**src/rtl/huffman_encoder.sv**
```systemverilog
// huffman_encoder: upstream stage of the Huffman serial link.
// Buffers 3-bit symbols in a small FIFO and serializes their prefix codes
// MSB-first onto (x, x_valid), one bit per clock. Codes are back-to-back
// when the FIFO is non-empty.
// Optional build macro HUFF_ENC_STATS_EN adds sym_count/bit_count outputs.
module huffman_encoder #(
    parameter int FIFO_DEPTH = 4,
    parameter int CNT_W      = 3
) (
    input  logic             clk,
    input  logic             reset_n,
    input  logic [2:0]       sym_in,
    input  logic             sym_valid,
    output logic             sym_ready,
    output logic             x,
    output logic             x_valid,
    output logic             busy,
    output logic             err,
    output logic [CNT_W-1:0] fifo_count
`ifdef HUFF_ENC_STATS_EN
    ,
    output logic [15:0]      sym_count,
    output logic [15:0]      bit_count
`endif
);

    localparam int PTR_W = (FIFO_DEPTH > 1) ? $clog2(FIFO_DEPTH) : 1;

    typedef enum logic {
        S_IDLE  = 1'b0,
        S_SHIFT = 1'b1
    } state_e;

    // Code left-aligned in 4 bits plus its length.
    typedef struct packed {
        logic [2:0] len;
        logic [3:0] bits;
    } code_t;

    function automatic code_t code_lookup(input logic [2:0] s);
        code_t c;
        case (s)
            3'b001:  c = '{len: 3'd1, bits: 4'b0000};
            3'b011:  c = '{len: 3'd3, bits: 4'b1000};
            3'b010:  c = '{len: 3'd3, bits: 4'b1010};
            3'b100:  c = '{len: 3'd3, bits: 4'b1110};
            3'b110:  c = '{len: 3'd4, bits: 4'b1100};
            3'b101:  c = '{len: 3'd4, bits: 4'b1101};
            default: c = '{len: 3'd1, bits: 4'b0000}; // never stored
        endcase
        return c;
    endfunction

    // FIFO storage and bookkeeping
    logic [2:0]       mem_q [FIFO_DEPTH];
    logic [PTR_W-1:0] wr_ptr_q, wr_ptr_d;
    logic [PTR_W-1:0] rd_ptr_q, rd_ptr_d;
    logic [CNT_W-1:0] count_q, count_d;

    // Serializer state
    state_e           state_q, state_d;
    logic [3:0]       shreg_q, shreg_d;
    logic [2:0]       bits_left_q, bits_left_d;
    logic             x_q, x_d;
    logic             x_valid_q, x_valid_d;
    logic             err_q, err_d;

    logic             sym_legal;
    logic             accept;
    logic             push;
    logic             pop;
    logic             load;
    logic             fifo_empty;
    code_t            head_code;

    assign sym_legal  = (sym_in != 3'b000) && (sym_in != 3'b111);
    assign fifo_empty = (count_q == '0);
    assign sym_ready  = (count_q != CNT_W'(FIFO_DEPTH)) && reset_n;
    assign accept     = sym_valid && sym_ready;
    assign push       = accept && sym_legal;
    assign head_code  = code_lookup(mem_q[rd_ptr_q]);

    // Serializer next state: load a new code from IDLE or after the last bit,
    // otherwise shift out the next bit.
    always_comb begin
        // NOTE: every variable gets a default before any branch so no path
        // leaves it unassigned, which would infer a latch.
        state_d     = state_q;
        shreg_d     = shreg_q;
        bits_left_d = bits_left_q;
        x_d         = 1'b0;
        x_valid_d   = 1'b0;
        load        = 1'b0;

        case (state_q)
            S_IDLE: begin
                if (!fifo_empty) load = 1'b1;
            end
            S_SHIFT: begin
                if (bits_left_q > 3'd1) begin
                    shreg_d     = shreg_q << 1;
                    x_d         = shreg_q[2];
                    x_valid_d   = 1'b1;
                    bits_left_d = bits_left_q - 3'd1;
                end else if (!fifo_empty) begin
                    load = 1'b1;
                end else begin
                    state_d = S_IDLE;
                end
            end
            default: state_d = S_IDLE;
        endcase

        if (load) begin
            shreg_d     = head_code.bits;
            bits_left_d = head_code.len;
            x_d         = head_code.bits[3];
            x_valid_d   = 1'b1;
            state_d     = S_SHIFT;
        end
    end

    assign pop = load;

    // FIFO pointer/occupancy next state and sticky illegal-symbol flag
    always_comb begin
        wr_ptr_d = push ? wr_ptr_q + PTR_W'(1) : wr_ptr_q;
        rd_ptr_d = pop  ? rd_ptr_q + PTR_W'(1) : rd_ptr_q;
        case ({push, pop})
            2'b10:   count_d = count_q + CNT_W'(1);
            2'b01:   count_d = count_q - CNT_W'(1);
            default: count_d = count_q;
        endcase
        err_d = err_q | (accept & ~sym_legal);
    end

    // Control state registers
    always_ff @(posedge clk or negedge reset_n) begin
        if (!reset_n) begin
            // NOTE: sequential state uses non-blocking assignments so every
            // register samples pre-edge values regardless of block order.
            wr_ptr_q    <= '0;
            rd_ptr_q    <= '0;
            count_q     <= '0;
            state_q     <= S_IDLE;
            shreg_q     <= '0;
            bits_left_q <= '0;
            x_q         <= 1'b0;
            x_valid_q   <= 1'b0;
            err_q       <= 1'b0;
        end else begin
            wr_ptr_q    <= wr_ptr_d;
            rd_ptr_q    <= rd_ptr_d;
            count_q     <= count_d;
            state_q     <= state_d;
            shreg_q     <= shreg_d;
            bits_left_q <= bits_left_d;
            x_q         <= x_d;
            x_valid_q   <= x_valid_d;
            err_q       <= err_d;
        end
    end

    // FIFO storage write
    // NOTE: the storage array has no reset; entries are only read after being
    // written, as guarded by count_q.
    always_ff @(posedge clk) begin
        if (push) mem_q[wr_ptr_q] <= sym_in;
    end

`ifdef HUFF_ENC_STATS_EN
    logic [15:0] sym_count_q;
    logic [15:0] bit_count_q;

    // Statistics: codes loaded and code bits emitted, both wrapping
    always_ff @(posedge clk or negedge reset_n) begin
        if (!reset_n) begin
            sym_count_q <= '0;
            bit_count_q <= '0;
        end else begin
            if (load)      sym_count_q <= sym_count_q + 16'd1;
            if (x_valid_q) bit_count_q <= bit_count_q + 16'd1;
        end
    end

    assign sym_count = sym_count_q;
    assign bit_count = bit_count_q;
`endif

    assign x          = x_q;
    assign x_valid    = x_valid_q;
    assign err        = err_q;
    assign fifo_count = count_q;
    assign busy       = !fifo_empty || (state_q == S_SHIFT);

endmodule

```
**config.mk**
```make
export PLATFORM = sky130hd
export DESIGN_NAME = huffman_encoder
export DESIGN_NICKNAME = d
export VERILOG_FILES = /design/src/rtl/huffman_encoder.sv
export SDC_FILE = /design/constraint.sdc
export NUM_CORES = 1
export LEC_CHECK = 0
export ABC_AREA = 1
export BUFFER_PORTS_ARGS = -buffer_cell sky130_fd_sc_hd__buf_2
export CORE_UTILIZATION = 45
export CTS_BUF_LIST = sky130_fd_sc_hd__clkbuf_4 sky130_fd_sc_hd__clkbuf_8
export DETAILED_ROUTE_END_ITERATION = 10
export GPL_ROUTABILITY_DRIVEN = 0
export HOLD_SLACK_MARGIN = 0.02
export SYNTH_ARGS = -nofsm -noshare
export SYNTH_HDL_FRONTEND = slang
export SYNTH_SLANG_ARGS = --single-unit
```
**constraint.sdc**
```tcl
create_clock -name clk -period 3.97 [get_ports clk]
set_clock_uncertainty 0.2 [all_clocks]
set_input_delay 0.794 -clock clk [delete_from_list [all_inputs] [get_ports clk]]
set_output_delay 0.794 -clock clk [all_outputs]
set_load 0.03 [all_outputs]
```
## After elaboration in Yosys (flattened, before gate mapping)

Memories as Yosys holds them, arrays and structs flattened.
Index checks and enable logic that the tools add are counted.

| storage, ports and cells | value |
|---|---|
| memory bits (read-only) | 0 |
| bits in latches | 0 |
| output and inout port bits | 8 |
| memories | 1 |
| register bits | 17 |
| logic and storage cells | 63 |
| input bits | 6 |
| memory bits (writable) | 12 |

Memories:

| memory | words | bits a word | rd ports | clocked after memory_dff | wr ports | RTL line | source |
|---|---|---|---|---|---|---|---|
| mem_q | 4 | 3 | 1 | 0 | 1 | 55 | `logic [2:0] mem_q [FIFO_DEPTH];` |

| operators by class | value |
|---|---|
| multipliers | 0 |
| divide/modulo/power cells | 0 |
| $lt $le $gt $ge | 1 |
| shifts and indexed selects | 0 |
| bitwise logic cells | 4 |
| $add $sub $neg | 5 |
| muxes and demuxes | 22 |
| eq/ne operators | 9 |
| reductions and logical operators | 12 |

Operator list:

| kind | count |
|---|---|
| $pmux W7 S5 | 1 |
| $mux W3 | 6 |
| $mux W1 | 13 |
| $eq A3 B3 Y1 const B | 3 |
| $eq A3 B2 Y1 const B | 2 |
| $ne A3 B3 Y1 const B | 2 |
| $pmux W3 S2 | 1 |
| $reduce_bool A2 Y1 | 3 |
| $sub A3 B1 Y3 const B | 2 |
| $add A2 B1 Y2 const B | 2 |
| $logic_and A1 B1 Y1 | 4 |
| $add A3 B1 Y3 const B | 1 |
| $gt A3 B1 Y1 const B | 1 |
| $logic_not A3 Y1 | 1 |
| $reduce_bool A3 Y1 | 1 |
| $eq A2 B1 Y1 const B | 1 |
| $eq A2 B2 Y1 const B | 1 |
| $not A1 Y1 | 2 |
| $pmux W1 S2 | 1 |
| $reduce_and A2 Y1 | 1 |
| $and A1 B1 Y1 | 1 |
| $logic_not A1 Y1 | 1 |
| $logic_or A1 B1 Y1 | 1 |
| $or A1 B1 Y1 | 1 |

## Depth between registers and ports, before layout

| depth | value |
|---|---|
| depth in word-level cells | 6 |
| depth in mapped cells | 11 |
| depth with buffers taken out | 11 |

## Worst setup path before layout

OpenSTA, ideal clock, no wires.

| path | value |
|---|---|
| path kind | input-to-reg |
| start point | input port reset_n |
| end point | register count_q[2], in the netlist fifo_count[2] |
| stages on the path | 10 |
| data arrival time | 2444 ps |
| setup slack | 1195 ps |
| cell sequence | inv_1 a31oi_4 nand2_1 nor2_4 inv_2 ha_1 fa_1 a21oi_1 o21ai_0 xor2_1 |

| on the way | value |
|---|---|
| longest elaborated chain between the ends | 5 |

RTL lines:

| element | RTL line | source |
|---|---|---|
| start: declaration | 11 | `input logic reset_n,` |
| $logic_and A1 B1 Y1 (*) | 78 | `assign sym_ready = (count_q != CNT_W'(FIFO_DEPTH)) && reset_n;` |
| net sym_ready | 14 | `output logic sym_ready,` |
| $logic_and A1 B1 Y1 (*) | 79 | `assign accept = sym_valid && sym_ready;` |
| $logic_and A1 B1 Y1 (*) | 80 | `assign push = accept && sym_legal;` |
| $eq A2 B1 Y1 / $eq A2 B2 Y1 (equally long branches) | 129 | `case ({push, pop})` |
| $pmux W3 S2 / $reduce_bool A2 Y1 (equally long branches) | -- |  |
| end signal: assignment | 154 | `count_q <= count_d;` |
| end: declaration | 58 | `logic [CNT_W-1:0] count_q, count_d;` |

Mark *: on every way through the listed nets, which the timed path passes. The rest lies on a longest branch.
A chain may end at the register's enable or synchronous reset.

## Worst setup path in the final report

| path | value |
|---|---|
| start point | register count_q[1], in the netlist fifo_count[1] |
| end point | output port busy |

| on the way | value |
|---|---|
| longest elaborated chain between the ends | 3 |

RTL lines:

| element | RTL line | source |
|---|---|---|
| $logic_not A3 Y1 | 77 | `assign fifo_empty = (count_q == '0);` |
| $logic_not A1 Y1 | 194 | `assign busy = !fifo_empty \|\| (state_q == S_SHIFT);` |
| $logic_or A1 B1 Y1 | 194 |  |
| end: declaration | 17 | `output logic busy,` |

Every way passes these cells.

==> results.txt <==
Nets: 185
Inst Count DP: 208
DRT iter0 DRCs: 38
R2R Setup Slk: 1.54 ns
net count after synthesis: 165
hpwl dp: 1920 um
Yosys cell types: 29
Worst VDD drop: 491 uV
CP endpoint kind: output port
top-area cell type share of the netlist area: 28.2%
Ys Warns: 0
port buffer count: 13
global-route wire length before repair: 4440 um
cells after synthesis: 151
total track usage: 17.9%
CP startpoint kind: flop
Inserted Clock Buffers: 5
die width: 59.9 um
slowest CP cell: dfrtp_1
run status: complete, no violations
Critical Setup Path Class: reg2out
initial core utilization: 48.5%
Vias: 1033
number of remaining DRC errors: 0
Hold Fails Final Rpt: 0
setup TNS: 0 ns
CTS tree: built
# rows: 20
final hold slack: 0.244 ns
reg2reg end: fifo_count[2]
post-CTS sizing: 0
die area: 3580 um2
final core occ: 54.4%
Area Growth Syn to Fin: 12.1%
most frequent cells in the layout: nand2_1, dfrtp_1, nor2_1
Register-to-Register Path Depth: 10
hold_buf cts: 0
crit path DAT: 1.50 ns
Fmax: 0.402 GHz
CP Cell Sequence: inv_1 > nand3_1 > or2_1 > buf_2
CP required: 2.98 ns
grt ovf: 0
PD cells: 902 nW/um2
ratio of cells with drive above 1 in the final layout: 32.0%
Clock Tree Buf Depth: 2
syn avg cell area: 9.98 um2
Buf+Inv Stages, Crit Path: 2
Sink Count: 29
post-synthesis register bit count: 29
die height: 59.9 um
H-Tree Depth: 2
post-detailed-routing wire length: 2610 um
RSZ-0062 raised after global routing: no
vias per cell: 4.78
max-slew violations: 0
via count of the first global-routing pass: 962
number of detailed-route iterations in the first pass: 5
Core ar.: 3100 um2
largest cells by area after synthesis: dfrtp_1, edfxtp_1, nand2_1, ha_1, nand3_1
fin crit share: 62.7%
Hold WC Path Type: in2async
worst-margin pin slew: 0.354 ns
Worst-path clk slew: 0.09 ns
Rel. slew slack: 76.4%
ant diodes: 0
Final Non-Filler Cells: 216
commonest non-fill, non-tap cell in the layout: nand2_1
CP peak stage delay: 0.42 ns
Synth area leader: dfrtp_1
Worst-Skew Late Latency: 0.33 ns
IO Pins: 14
clk root buf: clkbuf_4
routed len/inst: 12.1 um
Crit Path Max Fanout: 3
Post-CTS Setup Bufs: 0
max_cap viols: 0
initial antenna violation count: 0
largest net degree at the start of global routing: 18
sequential area share after synthesis: 52.2%
endpoints failing setup: 0
Worst path top cell family by delay: simple AND/OR/NAND/NOR gates
static leakage: 0.783 nW
Final min period: 2.49 ns
cell area after synthesis: 1510 um2
Final ANT Viol Nets: 0
worst r2r src: bits_left_q[0]
[stage by stage]
| stage | power [mW] | setup slack (ns) | area, um2 |
|---|---|---|---|
| 2_1_floorplan | 1.16 | 1.20 | 1510 |
| 3_3_place_gp | 1.31 | 1.19 | 1620 |
| 3_5_place_dp | 1.33 | 1.17 | 1620 |
| 4_1_cts | 1.54 | 1.47 | 1690 |
| 5_1_grt | 1.66 | 1.40 | 1690 |
| 6_report | 1.52 | 1.48 | 1690 |
[cells in the mapped netlist]
| cell type | number |
|---|---|
| a31oi_4 | 1 |
| nor2_2 | 1 |
| xor2_1 | 3 |
| fa_1 | 1 |
| nor2_1 | 14 |
| or2_1 | 1 |
| edfxtp_1 | 12 |
| inv_2 | 9 |
| nand3_2 | 2 |
| xnor2_1 | 1 |
| inv_4 | 1 |
| a21oi_2 | 2 |
| nand3_4 | 1 |
| nand4_2 | 1 |
| nor2_4 | 1 |
| nand2_2 | 10 |
| dfrtp_1 | 17 |
| or3_1 | 1 |
| ha_1 | 7 |
| inv_6 | 1 |
| o21ai_0 | 4 |
| buf_6 | 1 |
| nand2_1 | 26 |
| inv_1 | 13 |
| a21oi_1 | 3 |
| a31o_2 | 1 |
| nand2_4 | 2 |
| nand3_1 | 13 |
| nor2b_1 | 1 |
[how the worst max path moves through the flow]
stage             startpoint       endpoint  slack, ns  cells after the start
2_1_floorplan        reset_n  fifo_count[2]       1.20                     10
3_3_place_gp         reset_n  fifo_count[2]       1.19                     11
3_5_place_dp         reset_n  fifo_count[2]       1.17                     11
4_1_cts        fifo_count[1]           busy       1.47                      4
5_1_grt              reset_n  fifo_count[2]       1.40                     11
6_report       fifo_count[1]           busy       1.48                      4
[logic make-up (layout without fill, tap and decap cells)]
family          Yosys count  count (layout)  share of synthesized area [%]
xor+xnor                  4               4                           2.33
buf+inv                  25              46                           7.23
simple gates             74              74                           25.7
compound gates           11              11                           5.48
fa+ha+maj                 8               8                           7.14
flops                    29              29                           52.2
[state kept, by name, summed over array words and instances (netlist names)]
name / cells
fifo_count: 3
err: 1
mem_q: 12
rd_ptr_q: 2
x: 1
x_valid: 1
state_q: 1
shreg_q: 3
bits_left_q: 3
wr_ptr_q: 2
[power by group]
group / total [mW] / switching [mW] / internal, mW
clock network: 0.203 / 0.102 / 0.101
logic: 0.818 / 0.532 / 0.286
registers: 0.502 / 0.0882 / 0.413
total: 1.52 / 0.723 / 0.800
[metal layers]
layer,part of all wire [%],global-route usage (%),wire length (um)
met5,0,0,0
met1,50,24.1,1310
met4,1.8,7.97,48
met3,4.8,7.14,126
met2,43,25.2,1130
[cell type report]
cell class              count  area, um2
fillers                   282       1410
flip-flops and latches     29        786
multi-input cells          97        612
inverters                  24       97.6
repair buffers             14       72.6
clock buffers               8       66.3
well taps                  44       55.1
Power figures use the tool's default switching activity.
